## src/rtl/mux_logic_pkg.sv

```systemverilog
// Shared op codes, mode values and FSM state type for the mux-based logic unit.
package mux_logic_pkg;

  localparam logic [2:0] OP_AND    = 3'd0;
  localparam logic [2:0] OP_NAND   = 3'd1;
  localparam logic [2:0] OP_OR     = 3'd2;
  localparam logic [2:0] OP_NOR    = 3'd3;
  localparam logic [2:0] OP_XOR    = 3'd4;
  localparam logic [2:0] OP_XNOR   = 3'd5;
  localparam logic [2:0] OP_PASS_A = 3'd6;
  localparam logic [2:0] OP_NOT_A  = 3'd7;

  localparam logic MODE_MAP  = 1'b0;
  localparam logic MODE_FOLD = 1'b1;

  typedef enum logic {
    IDLE = 1'b0,
    FOLD = 1'b1
  } state_e;

endpackage

```

## src/rtl/mux_2x1.sv

```systemverilog
// Basic 2:1 multiplexer cell: y = sel ? d1 : d0.
module mux_2x1 (
  input  logic d0,
  input  logic d1,
  input  logic sel,
  output logic y
);

  assign y = sel ? d1 : d0;

endmodule

```

## src/rtl/mux_logic_slice.sv

```systemverilog
// Combinational WIDTH-bit logic op: each bit is a mux_2x1 whose select is the x operand bit.
module mux_logic_slice
  import mux_logic_pkg::*;
#(
  parameter int WIDTH = 8
) (
  input  logic [2:0]       op,
  input  logic [WIDTH-1:0] x,
  input  logic [WIDTH-1:0] b,
  output logic [WIDTH-1:0] y
);

  logic [WIDTH-1:0] d0;
  logic [WIDTH-1:0] d1;

  // Data legs per op; x then picks d0 (x=0) or d1 (x=1) bit by bit.
  always_comb begin
    d0 = '0;
    d1 = '0;
    case (op)
      OP_AND:    begin d0 = '0;  d1 = b;  end
      OP_NAND:   begin d0 = '1;  d1 = ~b; end
      OP_OR:     begin d0 = b;   d1 = '1; end
      OP_NOR:    begin d0 = ~b;  d1 = '0; end
      OP_XOR:    begin d0 = b;   d1 = ~b; end
      OP_XNOR:   begin d0 = ~b;  d1 = b;  end
      OP_PASS_A: begin d0 = '0;  d1 = '1; end
      OP_NOT_A:  begin d0 = '1;  d1 = '0; end
      default:   begin d0 = '0;  d1 = '0; end
    endcase
  end

  for (genvar gi = 0; gi < WIDTH; gi++) begin : g_bit
    mux_2x1 u_mux (
      .d0  (d0[gi]),
      .d1  (d1[gi]),
      .sel (x[gi]),
      .y   (y[gi])
    );
  end

endmodule

```

## src/rtl/mux_logic_unit.sv

```systemverilog
// Registered mux-based logic unit with valid/ready handshake; MAP emits per beat,
// FOLD chains the op through an accumulator and emits one result per frame.
module mux_logic_unit
  import mux_logic_pkg::*;
#(
  parameter int WIDTH = 8,
  parameter int CNT_W = 8
) (
  input  logic             clk,
  input  logic             rst_n,
  input  logic             mode,
  input  logic [2:0]       op,
  input  logic             in_valid,
  output logic             in_ready,
  input  logic [WIDTH-1:0] in_a,
  input  logic [WIDTH-1:0] in_b,
  input  logic             in_last,
  output logic             out_valid,
  input  logic             out_ready,
  output logic [WIDTH-1:0] out_y,
  output logic             out_last,
  output logic [CNT_W-1:0] out_beats
);

  localparam logic [CNT_W-1:0] CNT_MAX = '1;
  localparam logic [CNT_W-1:0] CNT_ONE = CNT_W'(1);

  state_e           state_q;
  logic [WIDTH-1:0] acc_q;
  logic [CNT_W-1:0] cnt_q;
  logic [CNT_W-1:0] cnt_d;
  logic             out_valid_q;
  logic [WIDTH-1:0] out_y_q;
  logic             out_last_q;
  logic [CNT_W-1:0] out_beats_q;

  logic             accept;
  logic [WIDTH-1:0] x;
  logic [WIDTH-1:0] r;

  assign in_ready = !out_valid_q || out_ready;
  assign accept   = in_valid && in_ready;

  // Inside an open frame the accumulator replaces operand A as the mux select.
  assign x     = (state_q == FOLD) ? acc_q : in_a;
  assign cnt_d = (cnt_q == CNT_MAX) ? cnt_q : cnt_q + 1'b1;

  mux_logic_slice #(
    .WIDTH (WIDTH)
  ) u_slice (
    .op (op),
    .x  (x),
    .b  (in_b),
    .y  (r)
  );

  always_ff @(posedge clk or negedge rst_n) begin
    if (!rst_n) begin
      state_q     <= IDLE;
      acc_q       <= '0;
      cnt_q       <= '0;
      out_valid_q <= 1'b0;
      out_y_q     <= '0;
      out_last_q  <= 1'b0;
      out_beats_q <= '0;
    end else begin
      // A held result retires here; a producing beat below overrides in the same edge.
      if (out_ready) begin
        out_valid_q <= 1'b0;
      end
      if (accept) begin
        case (state_q)
          IDLE: begin
            if (mode == MODE_MAP || in_last) begin
              out_valid_q <= 1'b1;
              out_y_q     <= r;
              out_last_q  <= in_last;
              out_beats_q <= CNT_ONE;
            end else begin
              acc_q   <= r;
              cnt_q   <= CNT_ONE;
              state_q <= FOLD;
            end
          end
          FOLD: begin
            if (in_last) begin
              out_valid_q <= 1'b1;
              out_y_q     <= r;
              out_last_q  <= 1'b1;
              out_beats_q <= cnt_d;
              state_q     <= IDLE;
            end else begin
              acc_q <= r;
              cnt_q <= cnt_d;
            end
          end
          default: state_q <= IDLE;
        endcase
      end
    end
  end

  assign out_valid = out_valid_q;
  assign out_y     = out_y_q;
  assign out_last  = out_last_q;
  assign out_beats = out_beats_q;

endmodule
```

## config.mk

```make
export PLATFORM = sky130hd
export DESIGN_NAME = mux_logic_unit
export DESIGN_NICKNAME = d
export VERILOG_FILES = /design/src/rtl/mux_logic_pkg.sv /design/src/rtl/mux_2x1.sv /design/src/rtl/mux_logic_slice.sv /design/src/rtl/mux_logic_unit.sv
export SDC_FILE = /design/constraint.sdc
export NUM_CORES = 1
export LEC_CHECK = 0
export ABC_AREA = 1
export ABC_CLOCK_PERIOD_IN_PS = 4050
export CAP_MARGIN = 20
export CORE_MARGIN = 5
export CORE_UTILIZATION = 30
export DETAILED_ROUTE_END_ITERATION = 8
export GPL_TIMING_DRIVEN = 0
export REMOVE_ABC_BUFFERS = 1
export SKIP_LAST_GASP = 1
export SYNTH_ARGS = -nofsm -noshare
export SYNTH_HDL_FRONTEND = slang
export SYNTH_HIERARCHICAL = 1
export SYNTH_SLANG_ARGS = --single-unit
```

## constraint.sdc

```tcl
create_clock -name clk -period 4.05 [get_ports clk]
set_clock_uncertainty 0.05 [all_clocks]
set_input_delay 0.81 -clock clk [delete_from_list [all_inputs] [get_ports clk]]
set_output_delay 0.81 -clock clk [all_outputs]
set_load 0.01 [all_outputs]
```

Word-level counts from Yosys, hierarchy flattened. Index checks and enable logic that the tools add are counted.

Register bits: 35. Input port bits: 25. Output and inout port bits: 19. Word-level logic and storage cells: 73.

Add/sub/neg operators: 1. Equal/unequal tests: 12. Mux-type cells: 35. Bitwise gates (word level): 3. Reduce and logical (&&, ||, !) cells: 15.

Operators with widths (count): 8-bit two-way mux (10); 8-bit case mux with 2 select lines (4); 8-bit case mux with 4 select lines (2); 1-bit two-way mux (16); 2-bit OR reduction (8); 3-bit equality test (second input constant) (4); 8-bit by 1-bit adder with 8-bit output (second input constant) (1); 8-bit equality test (second input constant) (1); 2-bit != test (second input constant) (4); 8-bit NOT (1); 3-bit by 2-bit equality test with 1-bit output (second input constant) (2); 1-bit case mux with 2 select lines (3); 3-bit AND reduction (2); 3-bit by 1-bit equality test with 1-bit output (second input constant) (1); 3-bit zero test (1); 1-bit logical OR (2); 1-bit NOT (2); 1-bit logical AND (1); 1-bit zero test (1).

Depth between registers and ports, before layout. Gate-level depths: netlist of run 1.

Depth after elaboration: 6. Mapped depth: 10.

Cells and area by module. Netlist of run 1, hierarchy kept.

By module, submodules not included: mux_logic_unit (instances 1, cells an instance 216, area an instance 1754.2 um^2, sequential area each 875.8 um^2); mux_logic_slice (instances 1, cells an instance 72, area an instance 367.9 um^2, sequential area each 0.0 um^2); mux_2x1 (instances 8, cells an instance 4, area an instance 15.0 um^2, sequential area each 0.0 um^2).

Worst setup path after synthesis of run 1. OpenSTA, ideal clock, no wires.

Kind: input -> register. From: in op[1]. To: reg acc_q[0]. Setup time: 0.121 ns. Arrival time: 1.664 ns. Required time: 3.879 ns. Slack: 2.214 ns. Stages: 8. Buffers on the path: 0. Cells stage by stage: o21ai_2 > nand2_4 > nand3_1 > nand3_1 > nand2_1 > nand2_1 > inv_1 > o21ai_1.

Word-level cells in the longest chain between the ends: 6. Elaborated cells on any way between the ends: 22. Those cells by class: 7 x eq/ne; 6 x mux; 9 x reduce/logical.

Ends and longest elaborated chain: start: declaration (line mux_logic_unit.sv:12) `input logic [2:0] op,`; 3-bit by 1-bit equality test with 1-bit output, or another cell as far along (line mux_logic_slice.sv:20) `case (op)`; 2-bit OR reduction (no source line); 8-bit case mux with 4 select lines * (line mux_logic_slice.sv:20); named net u_slice.d0[0] (line mux_logic_slice.sv:13) `logic [WIDTH-1:0] d0;`; 1-bit two-way mux * (line mux_2x1.sv:9) `assign y = sel ? d1 : d0;`; named net r[0] (line mux_logic_unit.sv:39) `logic [WIDTH-1:0] r;`; 8-bit two-way mux, on equally long branches (line mux_logic_unit.sv:86, mux_logic_unit.sv:74); 8-bit case mux with 2 select lines * (line mux_logic_unit.sv:72) `case (state_q)`; end signal: assignment (line mux_logic_unit.sv:80) `acc_q <= r;`; end signal: assignment (line mux_logic_unit.sv:93) `acc_q <= r;`; end: declaration (line mux_logic_unit.sv:29) `logic [WIDTH-1:0] acc_q;`.

Mark *: on every way through the listed nets, which the timed path passes. The rest lies on a longest branch. The select of a mux whose other input is x is not followed. A chain may end at the register's enable or synchronous reset.

Worst setup path in the final report of run 1.
From: in out_ready. To: out in_ready.

Word-level cells in the longest chain between the ends: 1.

Ends and longest elaborated chain: start: declaration (line mux_logic_unit.sv:19) `input logic out_ready,`; 1-bit logical OR (line mux_logic_unit.sv:41) `assign in_ready = !out_valid_q || out_ready;`; end: declaration (line mux_logic_unit.sv:14) `output logic in_ready,`.

Every way passes these cells.

==> key figures, run 1 <==
Worst setup path
  – Crit Reg-Reg Startpoint: state_q$_DFFE_PN0P_
  – CP Launch Type: input port
  – Arrival @ worst endpoint: 1.92 ns
  – CP Data Required Time: 3.19 ns
  – Reg2reg setup slack: 1.90 ns
  – CP endpoint kind: output port
  – Critical-path cell list: clkdlybuf4s50_1, inv_2, nand2_4, clkdlybuf4s50_1
  – Critical Setup Path Class: in2out
  – Most used cell, CP: clkdlybuf4s50_1
  – CP peak stage delay: 0.53 ns
  – Worst R2R Path Depth: 5
  – Slowest cell on crit path: clkdlybuf4s50_1
  – Crit Path Max Fanout: 3
  – Worst r2r dst: acc_q[6]$_DFFE_PN0P_

Global routing
  – GR Util All Layers: 13.1%
  – Grt ovf: 0
  – Vias in the first global route: 2074
  – Largest net degree at the start of global routing: 36
  – Wire length of the first global-routing pass: 9550 µm
  – Initial antenna violation count: 0

Logic synthesis
  – Sequential share of the synthesized area: 39.1%
  – EDFF count, synth: 0
  – Cell Area, Synth: 2240 µm²
  – Unique masters post-synth: 24
  – Synth Area per Inst: 7.01 µm²
  – Count leader, synth: nand2_1
  – Cell count after synthesis: 320
  – Area contributors post-synth: dfrtp_1 39%, nand2_1 19%, nand3_1 15%
  – Async SR Flop Fraction: 100%
  – Synth top cells by count: 114 x nand2_1, 67 x nand3_1, 36 x inv_1, 35 x dfrtp_1, 9 x o21ai_2
  – Yosys top cell area share: 39.1%
  – Synth warn: 6
  – Main synth FF type: dfrtp_1
  – Post-synth top area cell: dfrtp_1
  – #FFs+latches synth: 35

Pwr
  – Logic pwr share: 35.4%
  – Sw Ratio: 35.1%
  – Clock power frac: 23.4%
  – Part of the power in registers: 41.2%
  – Peak supply drop: 0.124 mV
  – Sw Pwr: 0.424 mW
  – Pwr Total: 1.21 mW
  – Leakage power: 1.44 nW
  – PwrDens: 428 nW/µm²
  – Internal: 0.786 mW

Outcome
  – Status: finished, final reports clean

Timing
  – Hold slack: 0.427 ns
  – Setup TNS: 0 ns
  – Final worst-path cycle share: 68.7%
  – Finish-stage setup viols: 0
  – Minimum clock period: 2.78 ns
  – Slew at the pin closest to its max-slew limit: 0.785 ns
  – Achievable frequency: 360 MHz
  – RSZ-0062 raised after global routing: false
  – Slew headroom: 47.6%
  – Max-slew violation count: 0
  – Endpoints failing hold: 0

Clock tree
  – CTS buffer count: 5
  – # H-tree levels: 2
  – Setup bufs post-CTS: 0
  – Clk_lat worst skew: 0.29 ns
  – CTS clk-pin slew, worst paths: 0.07 ns
  – Hold Buf Count CTS: 0
  – Clock Path Buffers: 2
  – CTS root buffer: clkbuf_8
  – TritonCTS clock tree: built
  – Post-cts sizing count: 0
  – # clock sinks: 35

Die
  – # IOs: 44
  – Die width: 96.5 µm
  – Die Height: 96.5 µm
  – FP Rows: 31
  – Initial Util: 30.9%
  – Die area: 9300 µm²
  – Core area: 7250 µm²

Min path
  – Worst hold path class: reg2reg
  – Hold Path End: out_beats[7]$_DFFE_PN0P_
  – Hold path startpoint: out_beats[7]$_DFFE_PN0P_
  – WHS Path Cells: 2

Route
  – Vias/cell: 4.68
  – Drt drc: 0
  – Pre-antenna DRT Iters: 4
  – Total number of vias: 2156
  – Detailed Route WL: 5600 µm
  – 1st-iter DRT viols: 126
  – Remaining antenna violation count: 0
  – WL/cell: 12.1 µm

Layout
  – Nets: 387
  – P&R area growth vs syn: 26.1%
  – Fill count: 779
  – Share of cells above drive strength 1: 10.5%
  – Final std cells w/o fill: 461
  – Final antenna diode count: 0

Job
  – Number of max-cap violations: 0

Place
  – Detail Placement HPWL: 3900 µm
  – Number of port buffers: 43
  – Placed Instances: 453
  – Routability cong.: 0.851
[power by group through the flow]
stage | sequential (mW) | combinational, mW | clock [mW]
global route | 0.512 | 0.488 | 0.304
CTS | 0.500 | 0.435 | 0.291
detailed placement | 0.506 | 0.434 | 0
global placement | 0.504 | 0.427 | 0
finish | 0.499 | 0.428 | 0.283
floorplan | 0.514 | 0.241 | 0
[worst max path at each step]
stage / depth (start not counted) / to / slack, ns / startpoint
2_1_floorplan: 8 / acc_q[0]$_DFFE_PN0P_ / 2.21 / op[1]
3_3_place_gp: 4 / in_ready / 1.27 / out_ready
3_5_place_dp: 4 / in_ready / 1.26 / out_ready
4_1_cts: 4 / in_ready / 1.26 / out_ready
5_1_grt: 4 / in_ready / 1.23 / out_ready
6_report: 4 / in_ready / 1.27 / out_ready
[registers in the layout (all words and copies together), names as in the netlist]
register	count
state_q	1
out_valid	1
out_last	1
acc_q	8
out_beats	8
out_y	8
cnt_q	8
[logic make-up (layout without fill, tap and decap cells)]
logic type,after synthesis,after routing,share of synthesized area (%)
buf+inv,50,92,9.88
simple gates,209,209,43.3
fa+ha+maj,1,1,0.558
compound gates,25,25,7.20
flops,35,35,39.1
[per-layer routing]
layer  global-route usage, %  wire (µm)  vias up
li1                        -          -     1108
met1                    16.8       2550      981
met2                    21.8       2630       60
met3                    2.79        338        7
met4                    4.56         80        0
met5                       0          0        -
[area by class of cell]
class | count | area (µm²) | share of cell area (%)
Tap cell | 99 | 124 | 4.38
Inverter | 41 | 156 | 5.53
Sequential cell | 35 | 876 | 31.0
Multi-Input combinational cell | 235 | 1140 | 40.5
Timing Repair Buffer | 43 | 425 | 15.1
Clock buffer | 8 | 100 | 3.54
[per-stage QoR]
step	area (µm²)	setup WS [ns]	utilization, %
2_1_floorplan	2180	2.21	-
3_3_place_gp	2730	1.27	37.7
3_5_place_dp	2730	1.26	37.6
4_1_cts	2830	1.26	39.0
5_1_grt	2830	1.23	39.0
6_report	2830	1.27	39.0
[placed cells by master (no fill, tap or decap)]
cell type,instances
o21ai_0,5
nand3_1,67
nor2_4,2
inv_4,1
clkbuf_8,7
clkbuf_1,1
buf_2,1
inv_1,36
o21ai_2,9
o21bai_1,1
nor2_8,1
inv_2,4
o21ai_1,8
nand2_4,5
nand2_1,114
a21oi_1,2
nor2_2,2
clkdlybuf4s50_1,42
ha_1,1
dfrtp_1,35
nor2_1,7
nand2_2,6
nand4_1,4
nand3b_1,1
[worst max-delay path: cells and delay by family]
family        cells  cell delay (ns)
buf+inv           3             1.04
simple gates      1             0.07
Power figures use the tool's default switching activity.
==> run 2: changes to the inputs <==
--- a/config.mk
+++ b/config.mk
@@ -6,7 +6,7 @@
 export NUM_CORES = 1
 export LEC_CHECK = 0
 export ABC_AREA = 1
-export ABC_CLOCK_PERIOD_IN_PS = 4050
+export ABC_CLOCK_PERIOD_IN_PS = 2690
 export CAP_MARGIN = 20
 export CORE_MARGIN = 5
 export CORE_UTILIZATION = 30
==> constraint.sdc (replaced) <==
create_clock -name clk -period 2.69 [get_ports clk]
set_clock_uncertainty 0.05 [all_clocks]
set_input_delay 0.538 -clock clk [delete_from_list [all_inputs] [get_ports clk]]
set_output_delay 0.538 -clock clk [all_outputs]
set_load 0.01 [all_outputs]
==> results of run 2 <==
Same layout as run 1 (identical final DEF). Status: finished, final reports clean.
Among the figures that moved: setup slack after placement 1.26 ns -> 0.301 ns; setup slack after layout 1.27 ns -> 0.453 ns; hold slack 0.427 ns -> 0.277 ns; register-to-register setup slack 1.90 ns -> 0.54 ns; total power 1.21 mW -> 1.82 mW; worst IR drop on VDD 0.124 mV -> 0.186 mV
